`config.mk`:
```
export PLATFORM = sky130hd
export DESIGN_NAME = store_buffer
export DESIGN_NICKNAME = d
export VERILOG_FILES = /design/src/rtl/store_buffer.sv
export SDC_FILE = /design/constraint.sdc
export NUM_CORES = 1
export LEC_CHECK = 0
export ABC_CLOCK_PERIOD_IN_PS = 9100
export CAP_MARGIN = 10
export CORE_AREA = 8 8 188 190
export CTS_CLUSTER_SIZE = 8
export DETAILED_ROUTE_END_ITERATION = 7
export DIE_AREA = 0 0 196 198
export MAX_ROUTING_LAYER = met4
export PLACE_DENSITY = 0.86
export SYNTH_ARGS = -nofsm -noshare
export SYNTH_HDL_FRONTEND = slang
export SYNTH_SLANG_ARGS = --single-unit
```
`constraint.sdc`:
```
create_clock -name CLK -period 9.1 [get_ports CLK]
set_clock_uncertainty 0.15 [all_clocks]
set_input_delay 1.365 -clock CLK [delete_from_list [all_inputs] [get_ports CLK]]
set_output_delay 1.365 -clock CLK [all_outputs]
set_load 0.01 [all_outputs]
```
`src/rtl/store_buffer.sv`:
```
// store_buffer: store-queueing front end for the MIPS data memory.
// Stores wait in a small FIFO and drain to memory one per cycle while the port
// is free; loads forward from the youngest matching queued store or read memory.
//
// Ports:
//   CLK, reset      clock, asynchronous active-high reset
//   req_*           MEM-stage request (valid/write/addr/wdata) and req_ready
//   load_valid      one-cycle pulse, load_data holds the registered result
//   empty           no stores queued
//   mem_*           data memory port (address, write data, write enable, read
//                   strobe) and mem_readData returned in the same cycle
module store_buffer #(
    parameter int DEPTH  = 4,
    parameter int ADDR_W = 32,
    parameter int DATA_W = 32
) (
    input  logic              CLK,
    input  logic              reset,
    input  logic              req_valid,
    input  logic              req_write,
    input  logic [ADDR_W-1:0] req_addr,
    input  logic [DATA_W-1:0] req_wdata,
    output logic              req_ready,
    output logic              load_valid,
    output logic [DATA_W-1:0] load_data,
    output logic              empty,
    output logic [ADDR_W-1:0] mem_address,
    output logic [DATA_W-1:0] mem_writeData,
    output logic              mem_memWrite,
    output logic              mem_memRead,
    input  logic [DATA_W-1:0] mem_readData
);

    localparam int PTR_W = $clog2(DEPTH);
    localparam int CNT_W = $clog2(DEPTH + 1);

    typedef enum logic {IDLE, LD_GAP} state_t;

    state_t            state, nextState;
    logic [ADDR_W-1:0] addrQ [DEPTH];
    logic [DATA_W-1:0] dataQ [DEPTH];
    logic [PTR_W-1:0]  head, tail;
    logic [CNT_W-1:0]  count;
    logic              acceptStore, acceptLoad, loadMiss, drain;
    logic              fwdHit;
    logic [DATA_W-1:0] fwdData;

    always_ff @(posedge CLK or posedge reset) begin
        if (reset) state <= IDLE;
        else       state <= nextState;
    end

    // The gap cycle after every accepted load keeps mem_memRead from being
    // asserted in two consecutive cycles.
    always_comb begin
        nextState = state;
        if (state == LD_GAP)  nextState = IDLE;
        else if (acceptLoad)  nextState = LD_GAP;
    end

    // Scan from oldest to youngest so the last match wins; entry k is valid
    // when its distance from head is below count, which handles pointer wrap.
    always_comb begin
        fwdHit  = 1'b0;
        fwdData = '0;
        for (int k = 0; k < DEPTH; k++) begin
            if (CNT_W'(k) < count && addrQ[head + PTR_W'(k)] == req_addr) begin
                fwdHit  = 1'b1;
                fwdData = dataQ[head + PTR_W'(k)];
            end
        end
    end

    always_comb begin
        req_ready     = (state == IDLE) && (!req_write || count < CNT_W'(DEPTH));
        acceptStore   = req_valid && req_ready && req_write;
        acceptLoad    = req_valid && req_ready && !req_write;
        loadMiss      = acceptLoad && !fwdHit;
        drain         = (count != '0) && !loadMiss;
        mem_memRead   = loadMiss;
        mem_memWrite  = drain;
        mem_address   = loadMiss ? req_addr : drain ? addrQ[head] : '0;
        mem_writeData = drain ? dataQ[head] : '0;
        empty         = (count == '0);
    end

    // Entry storage needs no reset: count gates every use of it.
    always_ff @(posedge CLK) begin
        if (acceptStore) begin
            addrQ[tail] <= req_addr;
            dataQ[tail] <= req_wdata;
        end
    end

    always_ff @(posedge CLK or posedge reset) begin
        if (reset) begin
            head       <= '0;
            tail       <= '0;
            count      <= '0;
            load_valid <= 1'b0;
            load_data  <= '0;
        end else begin
            if (acceptStore) tail <= tail + 1'b1;
            if (drain)       head <= head + 1'b1;
            count      <= count + CNT_W'(acceptStore) - CNT_W'(drain);
            load_valid <= acceptLoad;
            if (acceptLoad) load_data <= fwdHit ? fwdData : mem_readData;
        end
    end

endmodule
```
==> flow_results.org, run 1 <==
** CTS
- In this run, post-CTS hold repair placed 0 buffers.
- TritonCTS created 43 clock buffers.
- Clock-pin slew was measured on the worst setup and hold paths at 50 ps.
- Insertion delay to the later sink of the worst-skew pair :: 540 ps
- PostCTS Resize Cnt :: 0
- H-tree depth :: 2
- TritonCTS built the clock tree.
- Number of setup buffers added after CTS :: 0
- Number of buffers between clock root and the deepest sink :: 3
- In this run the clock root is driven by a sky130_fd_sc_hd__clkbuf_16.
- Clock sink total :: 297

** Yosys
- Leading post-synthesis cells by cell area :: sky130_fd_sc_hd__edfxtp_1 (38%), sky130_fd_sc_hd__mux2i_1 (13%), sky130_fd_sc_hd__dfrtp_1 (5.1%)
- During synthesis, Yosys emitted a total of 0 warnings.
- Distinct cell type count after synthesis :: 82
- Synth Instances :: 1,794
- Library cell occupying the most area in the post-synthesis netlist :: sky130_fd_sc_hd__edfxtp_1
- Synth Net Count :: 1,903
- Number of flops mapped to enable cells by yosys :: 256
- Sequential element share of the synthesized area :: 43.5%
- After synthesis the netlist holds a flip-flop and latch count of 297.
- Mapped cell area :: 0.0200 sq mm
- In this run the mean area of a mapped cell was 11.2 sq um.
- Async set-reset flop share out of synthesis :: 13.8%
- The most used flip-flop cell after synthesis is sky130_fd_sc_hd__edfxtp_1.
- Top cell type's share of synthesized area :: 38.4%

** Final layout
- Area growth from synthesis to layout :: 15.5%
- Most common library cell in the layout ignoring fill and taps :: sky130_fd_sc_hd__edfxtp_1
- Fraction of layout instances using a drive strength above 1 :: 13.5%
- The final layout contains 2,011 nets.
- The top cell types in the final layout, fill and taps aside, are sky130_fd_sc_hd__edfxtp_1 (256), sky130_fd_sc_hd__mux2i_1 (252), sky130_fd_sc_hd__clkdlybuf4s50_1 (200), sky130_fd_sc_hd__nand2_1 (150), sky130_fd_sc_hd__xnor2_1 (82).

** Die
- Core Box Area :: 0.0322 sq mm
- Row generation in the floorplan step produced 66 rows.
- The floorplan step set the die height to 198 um.
- Count of pins on the block boundary :: 201
- The initial utilization of the core area, before any placement, comes to 62.2%.
- Measured along the x axis, the die boundary spans 196 um.
- The die covers 0.0388 sq mm.

** GRT
- Overall global routing resource usage :: 31.7%
- Global routing finished with a remaining overflow of 0.
- The first global-routing pass estimated 93,700 um of wire.
- Met2 capacity usage during global routing :: 51.7%
- The initial antenna violation count is 2.
- Largest net degree at the start of global routing :: 127
- met2 is the most crowded layer.
- The number of global-route vias before repair was 15.6k.
- Met3 Usage GRT :: 5.57%
- In the global route stage, met1 resource usage came out at 38.7%.

** Worst setup path
- Of all nets on the critical path, the largest fanout is 69.
- Slowest library cell on the worst path :: sky130_fd_sc_hd__dfrtp_4
- For the worst setup path, the data required time is 7590 ps.
- Grouping stages by cell kind, the critical path spends the most delay in buffers and inverters.
- Worst stage delay on the critical path :: 870 ps
- The setup path with the least slack is of type reg2out.
- The number of cells on the worst reg-to-reg path is 16.
- Startpoint Class :: flip-flop
- Capturing element type of the critical path :: output port
- In this design, the critical path's most frequently occurring cell is sky130_fd_sc_hd__buf_4.
- Data arrival, critical path :: 6610 ps
- Together, buffers and inverters on the worst path number 5.
- The critical path crosses 13 cells after its start point.
- Worst-path cell chain :: buf_12, mux2i_1, xnor2_1, a2111o_1, a211oi_1, and4bb_2, and2_1, buf_4, nor4b_4, buf_4, buf_4, o21ai_0, clkdlybuf4s50_1

** Power
- Pwr Density :: 290 mW/mm^2
- The worst-case IR drop observed on VDD is 234 uV.
- For this design the static power due to leakage is 8.50 nW.

** STA
- Setup violations remaining at the end of the flow were counted as 0.
- Worst-case headroom to the max-slew limit :: 19.2%
- Number of slew-limit violations in the final report :: 0
- Final hold analysis gives a worst-case slack of 363 ps.
- Min cycle time layout :: 8130 ps
- Setup TNS after final layout :: 0 ps
- The count of endpoints failing hold in the final timing report is 0.
- Achievable clock frequency :: 123 MHz
- Of the available clock period, the critical path in the final layout requires 89.3%.
- Setup repair after global routing left no endpoint under its margin.
- Slew at the pin closest to its max-slew limit :: 1210 ps

** Routing
- The detailed router placed 15.9k vias in this run.
- Vias per std cell :: 6.79
- Iteration-0 DRC count of the detailed router :: 1,919
- Total detailed-routing wirelength :: 61,300 um
- Average wire length per cell after detail routing :: 26.2 um
- The count of nets left with antenna violations once routing finished came out at 0.
- Before antenna repair, the detailed router went through 6 iterations.
- For this run, design rule violations remaining after detail routing come to 0.

** Flow run
- Max Cap Violations :: 0

** Place
- Port-buffer cells :: 200
- At the end of routability-driven placement, the weighted congestion stood at 1.00.
- Post-DP HPWL :: 41,000 um

** Outcome
- Result of the run :: completed

** Hold path
- Counting instances, the worst hold path has a depth of 1.
- In this run the worst hold path is classified as reg2reg.
-- routing by layer --
layer | vias to the layer above | wire (um)
li1 | 6993 | -
met1 | 7852 | 23700
met2 | 864 | 29800
met3 | 175 | 4940
met4 | 0 | 2890
met5 | - | 0
-- worst reg2reg max path, cell delays in order, from the launching register on --
cell and delay, ps:
sky130_fd_sc_hd__dfrtp_4 870, sky130_fd_sc_hd__buf_12 440, sky130_fd_sc_hd__mux2i_1 840, sky130_fd_sc_hd__xnor2_1 130, sky130_fd_sc_hd__a2111o_1 400, sky130_fd_sc_hd__a211oi_1 460
sky130_fd_sc_hd__and4bb_2 330, sky130_fd_sc_hd__and2_1 170, sky130_fd_sc_hd__buf_4 440, sky130_fd_sc_hd__nor4b_4 100, sky130_fd_sc_hd__nand2b_2 630, sky130_fd_sc_hd__inv_1 380
sky130_fd_sc_hd__ha_1 160, sky130_fd_sc_hd__inv_1 40, sky130_fd_sc_hd__ha_1 180, sky130_fd_sc_hd__fa_1 410, sky130_fd_sc_hd__xnor2_1 140
-- through the flow --
| stage | power, W | cell area [sq um] | worst slack (ps) | instances | utilization (%) |
|---|---|---|---|---|---|
| final | 0.00671 | 23100 | 972 | 2341 | 71.8 |
| after detailed placement | 0.00519 | 21900 | 1320 | 2265 | 68.0 |
| after CTS | 0.00668 | 23100 | 1130 | 2339 | 71.8 |
| after floorplan | 0.00417 | 20000 | 3560 | 1794 | - |
| after global routing | 0.00699 | 23100 | 912 | 2341 | 71.8 |
| after global placement | 0.00512 | 21900 | 1380 | 2265 | 68.0 |
-- flip-flops by register name, summed over array words and instances (netlist names) --
name,count
load_data,32
head,2
tail,2
count,3
state,1
dataQ,128
load_valid,1
addrQ,128
-- power by group --
group / internal, W / switching (W) / leakage (nW) / total, W
Combinational: 0.00150 / 0.00194 / 5.13 / 0.00345
Sequential: 0.00162 / 0.000162 / 2.78 / 0.00178
Clock: 0.000894 / 0.000590 / 0.590 / 0.00148
Total: 0.00401 / 0.00270 / 8.50 / 0.00671
-- logic make-up after synthesis --
kind of cell / count (synthesis) / share of synthesized area, %
AO/OA/AOI/OAI: 376 / 14.1
XOR/XNOR: 111 / 4.97
adder cells (fa/ha/maj): 9 / 0.600
buffers and inverters: 222 / 5.57
flip-flops: 297 / 43.5
multiplexers: 346 / 20.2
AND/OR/NAND/NOR: 433 / 11.0
-- cells in the mapped netlist, types with 5 or more instances --
cell                        count
sky130_fd_sc_hd__edfxtp_1     256
sky130_fd_sc_hd__mux2i_1      252
sky130_fd_sc_hd__nand2_1      151
sky130_fd_sc_hd__xnor2_1       82
sky130_fd_sc_hd__clkbuf_1      78
sky130_fd_sc_hd__o21ai_0       70
sky130_fd_sc_hd__nor2_1        66
sky130_fd_sc_hd__inv_1         55
sky130_fd_sc_hd__mux2_2        54
sky130_fd_sc_hd__and2_1        48
sky130_fd_sc_hd__a211oi_2      41
sky130_fd_sc_hd__dfrtp_1       41
sky130_fd_sc_hd__mux4_2        39
sky130_fd_sc_hd__nand3_1       39
sky130_fd_sc_hd__a21oi_1       34
sky130_fd_sc_hd__buf_2         31
sky130_fd_sc_hd__o211ai_1      29
sky130_fd_sc_hd__o22ai_1       26
sky130_fd_sc_hd__xor2_1        26
sky130_fd_sc_hd__a31oi_1       24
sky130_fd_sc_hd__buf_1         24
sky130_fd_sc_hd__o2bb2ai_1     23
sky130_fd_sc_hd__or2_2         20
sky130_fd_sc_hd__a221oi_1      19
sky130_fd_sc_hd__nand3b_1      18
sky130_fd_sc_hd__a21o_1        17
sky130_fd_sc_hd__a211oi_1      16
sky130_fd_sc_hd__nand4_1       16
sky130_fd_sc_hd__nor3_1        16
sky130_fd_sc_hd__nor4_1        15
sky130_fd_sc_hd__buf_6         14
sky130_fd_sc_hd__o31ai_1       13
sky130_fd_sc_hd__buf_4         12
sky130_fd_sc_hd__o21a_1        12
sky130_fd_sc_hd__or4_1         11
sky130_fd_sc_hd__a31o_2         9
sky130_fd_sc_hd__ha_1           8
sky130_fd_sc_hd__nand2b_1       7
sky130_fd_sc_hd__a21boi_0       5
sky130_fd_sc_hd__and3_1         5
sky130_fd_sc_hd__or3_1          5
-- area by class of cell --
| class | count | area (sq um) |
|---|---|---|
| Timing Repair Buffer | 229 | 2230 |
| Inverter | 56 | 213 |
| Antenna cell | 2 | 5.00 |
| Tap cell | 408 | 510 |
| Sequential cell | 297 | 8720 |
| Fill cell | 2287 | 9080 |
| Clock buffer | 71 | 1200 |
| Clock inverter | 3 | 33.8 |
| Multi-Input combinational cell | 1275 | 10200 |
-- path summary, 6_finish.rpt --
path,slack [ps],from,to
max,970,head[1],mem_address[17]
min,360,count[0],count[0]
max reg2reg,2710,head[1],count[2]
min reg2reg,360,count[0],count[0]
max in group asynchronous,7080,reset,head[1]
min in group asynchronous,1180,reset,load_data[15]
Power figures use the tool's default switching activity.
==> run 2, diff against run 1 <==
- DONT_BUFFER_PORTS: default -> 1
- PLACE_DENSITY: 0.86 -> 0.78
==> run 2 against run 1 <==
Compared with the run above: power is 5.8% lower; cell area is 8.4% lower; first-iteration DRC count is 24% lower; global-route usage is 0.11 points lower; clock power is 3% higher; register-to-register slack worse by 660 ps; sequential cell count stayed put; wire length is 0.56% lower; combinational power is 13% lower; sequential share of layout area is 3.4 points higher; critical path depth stayed put.
==> flow_results.org, run 2 (synthesis results as in run 1) <==
** Die
- Count of pins on the block boundary :: 201 (unchanged)
- FP Rows :: 66 (unchanged)
- Starting Density :: 62.2% (unchanged)
- Height of the die :: 198 um (unchanged)
- The area inside the core boundary is 0.0322 sq mm (unchanged).
- Die extent in x :: 196 um (unchanged)
- The floorplan die area came to 0.0388 sq mm (unchanged).

** Routing
- The number of design rule violations left after detail routing is 0 (unchanged).
- Number of detailed-route iterations in the first pass :: 7 (+1)
- The final antenna-violating net count is 0 (unchanged).
- The mean routed wirelength per cell is 28.4 um (+8.4%).
- Number of vias in the routed layout :: 14.9k (-6.2%)
- Total detailed-routing wirelength :: 60,900 um (-0.56%)
- Iteration-0 DRC count of the detailed router :: 1,464 (-24%)
- The average vias per placed instance came to 6.94 (+2.2%).

** STA
- Number of slew-limit violations in the final report :: 0 (unchanged)
- The final critical-path share of the clock period is 89.9% (+0.54 points).
- RSZ-0062 raised after global routing :: no
- Setup TNS after final layout :: 0 ps (unchanged)
- Slew at the pin closest to its max-slew limit :: 1170 ps (-46.3 ps)
- Worst-case headroom to the max-slew limit :: 22.3% (+3.1 points)
- The worst hold slack across all endpoints was 373 ps (+10.1 ps).
- The maximum operating frequency came to 122 MHz (-0.61%).
- The count of endpoints failing hold in the final timing report came to 0 (unchanged).
- The final period demand of the worst path was 8180 ps (+49.5 ps).
- The final count of negative-setup-slack endpoints was 0 (unchanged).

** CTS
- The number of buffers on the longest clock path is 3 (unchanged).
- The number of levels the H-tree was split into is 2 (unchanged).
- The insertion delay of the later-clocked pin in the worst-skew pair was 560 ps (+20 ps).
- Clock transition at the register clock pins on the worst setup and hold paths after CTS :: 50 ps (about the same)
- Hold-fix buffers, CTS :: 0 (unchanged)
- Clock buffers created by TritonCTS :: 43 (unchanged)
- TritonCTS clock tree :: built
- The setup fix buffers added after clock tree synthesis came to 0 (unchanged).
- The tree is rooted in a sky130_fd_sc_hd__clkbuf_16.
- PostCTS Resize Cnt :: 0 (unchanged)
- The number of sinks on the clock net came to 297 (unchanged).

** GRT
- The initial antenna violation count came to 0 (-2).
- The number of global-route vias before repair is 14.8k (-5.2%).
- Overflow left after global routing :: 0 (unchanged)
- Largest net degree at the start of global routing :: 79 (-38%)
- First-pass GRT wire length :: 92,100 um (-1.7%)
- The overall global routing resource usage was 31.6% (-0.11 points).

** Final layout
- In the final layout, the registers with the most flip-flops are addrQ: 128 flops, dataQ: 128 flops, load_data: 32 flops.
- The final-stage net count came to 1,814 (-9.8%).
- The final cell area excluding filler cells is 0.0212 sq mm (-8.4%).
- The number of inserted diodes is 0 (-2).
- Finished Layout Cells :: 2,148 (-8.2%)
- Leaving out fill and tap cells, the most frequent cell in the layout is sky130_fd_sc_hd__edfxtp_1.
- From synthesis to final layout, the design area changed by 5.86%.
- The share of final-layout standard cells stronger than drive strength 1 came to 15.3% (+1.8 points).
- In the layout the commonest cells are sky130_fd_sc_hd__edfxtp_1 (256), sky130_fd_sc_hd__mux2i_1 (252), sky130_fd_sc_hd__nand2_1 (150), sky130_fd_sc_hd__xnor2_1 (82), sky130_fd_sc_hd__o21ai_0 (70).

** Worst setup path
- The worst setup path is captured at an output port.
- Worst setup path startpoint :: head[0]
- For this design, the slowest cell found on the critical path is sky130_fd_sc_hd__dfrtp_4.
- The delay of the slowest cell on the worst path is 880 ps (about the same).
- The number of cells on the worst reg-to-reg path was 18 (+2).
- Worst-path cell chain :: buf_4, mux4_2, xor2_1, nor4_1, nand4_1, nor4_4, buf_4, and2_1, nor4b_4, buf_4, nand2b_2, buf_4, a211oi_1
- CP max FO :: 62 (-10%)
- Startpoint Class :: flip-flop
- The worst register-to-register path begins at head[0].
- Data arrival, critical path :: 6660 ps (+50 ps)
- The critical path is of the reg2out type.
- Required time of the critical path :: 7590 ps (about the same)
- Cell seen most often among critical-path stages :: sky130_fd_sc_hd__buf_4

** Power
- The power density of the placed cells is 298 mW/mm^2 (+2.8%).
- Cell leakage power :: 7.76 nW (-8.7%)
- The maximum resistive drop on vdd was 232 uV (-0.99%).
- The total power consumption of the routed design is 0.00632 W (-5.8%).

** Place
- The placer congestion estimate was 1.01 (+1.2%).
- Cell Area, Placed :: 0.0199 sq mm (-9.1%)
- The number of buffer cells added on primary ports came to 0 (-100%).
- The HPWL after detailed placement was 41,700 um (+1.6%).
- The number of instances in the placed design came to 2,067 (-8.7%).

** Hold path
- The hold path depth came to 1 (unchanged).
- The path class of the tightest hold or removal check is reg2reg.
- Worst Hold Launch :: count[0]

** Outcome
- The flow ran to the end, and the final reports show no timing, DRC or antenna violations.

** Flow run
- The number of max-cap violations is 0 (unchanged).
run 2: changes by cell type in the layout (fill, tap and decap cells not counted), moves of 2 or more:
cell                              delta
sky130_fd_sc_hd__inv_16              +2
sky130_fd_sc_hd__and2_2              -4
sky130_fd_sc_hd__clkbuf_8            +2
sky130_fd_sc_hd__clkdlybuf4s50_1   -200
sky130_fd_sc_hd__clkbuf_1            +4
sky130_fd_sc_hd__and2_4              +4
sky130_fd_sc_hd__diode_2             -2
run 2: where the power goes:
group | internal [W] | leakage [nW] | total (W) | switching (W)
sequential | 0.00162 | 2.78 | 0.00181 | 0.000196
combinational | 0.00116 | 4.38 | 0.00299 | 0.00183
clock | 0.000907 | 0.609 | 0.00152 | 0.000609
total | 0.00369 | 7.76 | 0.00632 | 0.00263
run 2: worst max-delay path, delay by kind of cell, from the launching register on:
| family | cells | cell delay, ps |
|---|---|---|
| DFF | 1 | 880 |
| muxes | 1 | 400 |
| xor gates and xnor gates | 1 | 160 |
| and+or+nand+nor | 6 | 2430 |
| buffers and inverters | 4 | 1640 |
| AOI/OAI and AO/OA | 1 | 520 |
run 2: worst paths after layout:
kind | to | slack, ps
min reg2reg | count[0] | 370
min in group asynchronous | tail[1] | 690
max | mem_writeData[28] | 920
min | count[0] | 370
max in group asynchronous | head[0] | 7590
max reg2reg | count[2] | 2050
run 2: per-layer routing:
metal / GRT usage (%) / up-vias / part of all wire (%)
met2: 50.3 / 720 / 48
met5: - / - / 0
met1: 38.6 / 7416 / 39
met4: 13.9 / 0 / 4.5
li1: - / 6599 / -
met3: 7.10 / 166 / 8.3
run 2: per-stage QoR:
step / setup slack, ps / util, %
floorplan: 3560 / -
global placement: 1750 / 61.8
detailed placement: 1620 / 61.8
CTS: 1010 / 65.7
global route: 743 / 65.8
finish: 922 / 65.8
run 2: layout make-up:
class | count | area (sq um)
clock buffer | 76 | 1220
inverter | 56 | 213
multi-input combinational | 1275 | 10200
timing repair buffer | 32 | 263
tap | 408 | 510
sequential | 297 | 8720
clock inverter | 4 | 53.8
fill | 2455 | 11000
==> run 3, diff against run 2 <==
- CORE_AREA: 8 8 188 190 -> 4 4 184 186
- DIE_AREA: 0 0 196 198 -> 0 0 188 190
- DONT_BUFFER_PORTS: 1 -> default
- PLACE_DENSITY: 0.78 -> 0.86
==> run 3 against run 2 <==
Compared with the run above: count of clock-buffer cells in the layout is the same; via count grew 6.8%; highest routed layer unchanged; power grew 6.1%; global-route usage grew 2.7 points; critical path depth is the same; largest cell class unchanged; critical path type is now in2out; cell area grew 9.3%.
==> flow_results.org, run 3 (synthesis results as in run 1) <==
** Hold path
- The hold path depth came to 1 (unchanged).
- Worst Hold Launch :: count[0]
- In this run the worst hold path is classified as reg2reg.
- For hold timing, the worst endpoint is count[0].

** Power
- The static leakage was 8.49 nW (+9.4%).
- Peak supply drop :: 199 uV (-14%)
- Pwr Density :: 290 mW/mm^2 (-2.9%)

** CTS
- Clock sink total :: 297 (unchanged)
- In this run the clock root is driven by a sky130_fd_sc_hd__clkbuf_16.
- H-tree depth :: 2 (unchanged)
- Number of setup buffers added after CTS :: 0 (unchanged)
- The post-cts resize count is 0 (unchanged).
- The insertion delay of the later-clocked pin in the worst-skew pair is 540 ps (-20 ps).
- The number of hold buffers added after CTS was 0 (unchanged).
- Clock buffers created by TritonCTS :: 43 (unchanged)
- The clock-pin slew reported for the worst setup and hold paths after clock tree synthesis was 50 ps (about the same).
- TritonCTS clock tree :: built
- Number of buffers between clock root and the deepest sink :: 3 (unchanged)

** Die
- The height of the die is 190 um (-4.0%).
- Core Box Area :: 0.0323 sq mm (+0.26%)
- FP Rows :: 66 (unchanged)
- Die outline area :: 0.0357 sq mm (-8.0%)
- Starting Density :: 62.0% (-0.16 points)
- The number of top-level pins was 201 (unchanged).
- Die extent in x :: 188 um (-4.1%)

** Final layout
- Most common library cell in the layout ignoring fill and taps :: sky130_fd_sc_hd__edfxtp_1
- The number of fill cells is 2,233 (-9.0%).
- Area growth from synthesis to layout :: 15.7%
- Largest registers in the final layout :: addrQ: 128 flops, dataQ: 128 flops, load_data: 32 flops
- Fraction of layout instances using a drive strength above 1 :: 13.4% (-1.9 points)
- The final-stage net count is 2,012 (+11%).
- Most frequent cells in the layout :: sky130_fd_sc_hd__edfxtp_1 (256), sky130_fd_sc_hd__mux2i_1 (252), sky130_fd_sc_hd__clkdlybuf4s50_1 (200), sky130_fd_sc_hd__nand2_1 (150), sky130_fd_sc_hd__xnor2_1 (82)

** Worst setup path
- CP max FO :: 35 (-44%)
- Worst-path cell chain :: clkdlybuf4s50_1, inv_1, o2bb2ai_1, a221o_1, or4_1, nor4_4, buf_4, and2_1, nor4b_4, nand2b_2, buf_4, a211oi_2, clkdlybuf4s50_1
- R2R cell count :: 10 (-8)
- R2r startpoint :: head[0]
- The largest individual stage delay along the critical path comes from the cell sky130_fd_sc_hd__clkdlybuf4s50_1.
- Startpoint Class :: input port
- The buffer and inverter count on the worst path was 5 (+1).
- The worst path required time was 7590 ps (about the same).
- Register-to-register setup slack :: 2750 ps (+700 ps)
- Reg2Reg Capture Point :: load_data[20]
- Capturing element type of the critical path :: output port
- The critical path data arrival time was 6150 ps (-510 ps).
- By startpoint and endpoint, the worst setup path is classified as in2out.
- The delay of the slowest cell on the worst path was 800 ps (-80 ps).
- Crit path max-delay family :: buffers and inverters

** STA
- The maximum operating frequency came to 130 MHz (+6.7%).
- Setup TNS after final layout :: 0 ps (unchanged)
- The final period demand of the worst path was 7670 ps (-511 ps).
- The final count of pins violating max slew was 0 (unchanged).
- Slew at the pin closest to its max-slew limit :: 1160 ps (-2.64 ps)
- Period utilization :: 84.3% (-5.6 points)
- Final number of hold-violating endpoints :: 0 (unchanged)
- Setup repair after global routing left no endpoint under its margin.
- Final WS setup :: 1430 ps (+511 ps)
- Setup violators final :: 0 (unchanged)
- Worst-case headroom to the max-slew limit :: 22.5% (+0.18 points)

** Place
- RD Place Congestion :: 1.05 (+3.8%)
- Post-DP HPWL :: 40,100 um (-3.8%)
- The worst slack at placement was 1480 ps (-149 ps).
- The number of buffer cells added on primary ports was 200 (+200).

** GRT
- Met2 capacity usage during global routing :: 56.7% (+6.4 points)
- The global-route met3 utilization is 5.16% (-1.9 points).
- Met1 layer usage reported by global route :: 42.7% (+4.1 points)
- The overall global routing resource usage is 34.3% (+2.7 points).
- After global routing, the most crowded layer is met2.
- Largest net degree at the start of global routing :: 82 (+3.8%)
- First-pass GRT wire length :: 93,600 um (+1.6%)
- Overflow left after global routing :: 0 (unchanged)
- Number of antenna violations at the first check in global routing :: 2 (+2)
- Via count of the first global-routing pass :: 16.0k (+8.1%)

** Routing
- The mean routed wirelength per cell is 25.6 um (-9.6%).
- The number of violations reported at the end of detailed-routing iteration 0 came to 1,742 (+19%).
- The average vias per placed instance was 6.69 (-3.6%).
- Number of detailed-route iterations in the first pass :: 5 (-2)
- The number of design rule violations left after detail routing came to 0 (unchanged).
- The aggregate routed wire length came to 61,000 um (+0.13%).
- The total number of vias was 15.9k (+6.8%).
- Remaining number of nets flagged by the antenna check after routing :: 0 (unchanged)

** Outcome
- The run finished with clean final reports.

** Flow run
- Max Cap Violations :: 0 (unchanged)
## run 3: how the worst max path moves through the flow
stage,end,startpoint,slack [ps],cells past startpoint
after CTS,mem_writeData[27],req_addr[5],1430,13
after detailed placement,mem_writeData[27],req_addr[5],1480,13
after floorplan,mem_writeData[0],req_addr[2],3560,12
after global placement,mem_writeData[26],req_addr[5],1600,13
final,mem_writeData[27],req_addr[5],1430,13
after global routing,mem_writeData[23],head[1],1140,14
## run 3: power breakdown
group	switching, W	leakage [nW]	internal [W]
Sequential	0.000182	2.78	0.00162
Clock	0.000580	0.574	0.000882
Combinational	0.00193	5.14	0.00151
Total	0.00269	8.49	0.00401
## run 3: worst reg2reg max path: cells and delay by family, from the launching register on
family | cells | cell delay [ps]
compound gates | 2 | 390
buf+inv | 1 | 550
flops | 1 | 1020
mux | 1 | 570
xor+xnor | 1 | 410
simple gates | 5 | 3140
## run 3: area by class of cell
cell class	count	area [sq um]	area share, %
Inverter	56	213	0.918
Timing Repair Buffer	230	2240	9.67
Clock buffer	76	1200	5.18
Multi-Input combinational cell	1275	10200	44.1
Sequential cell	297	8720	37.7
Antenna cell	2	5.00	0.0216
Clock inverter	2	16.3	0.0702
Tap cell	442	553	2.39
## run 3: per-layer routing
metal | routed length [um] | vias up | part of all wire (%)
met2 | 29800 | 897 | 49
met4 | 2870 | 0 | 4.7
li1 | - | 6997 | -
met5 | 0 | - | 0
met1 | 23300 | 7822 | 38
met3 | 5070 | 197 | 8.3
## run 3: metrics by stage
stage	power [W]	hold slack [ps]	instances	instance area, sq um	utilization (%)
final	0.00671	408	2380	23200	71.7
after floorplan	0.00417	328	1794	20000	-
after global routing	0.00701	427	2380	23200	71.7
after detailed placement	0.00520	401	2300	21900	68.0
after global placement	0.00514	341	2300	21900	68.0
after CTS	0.00668	412	2378	23200	71.7
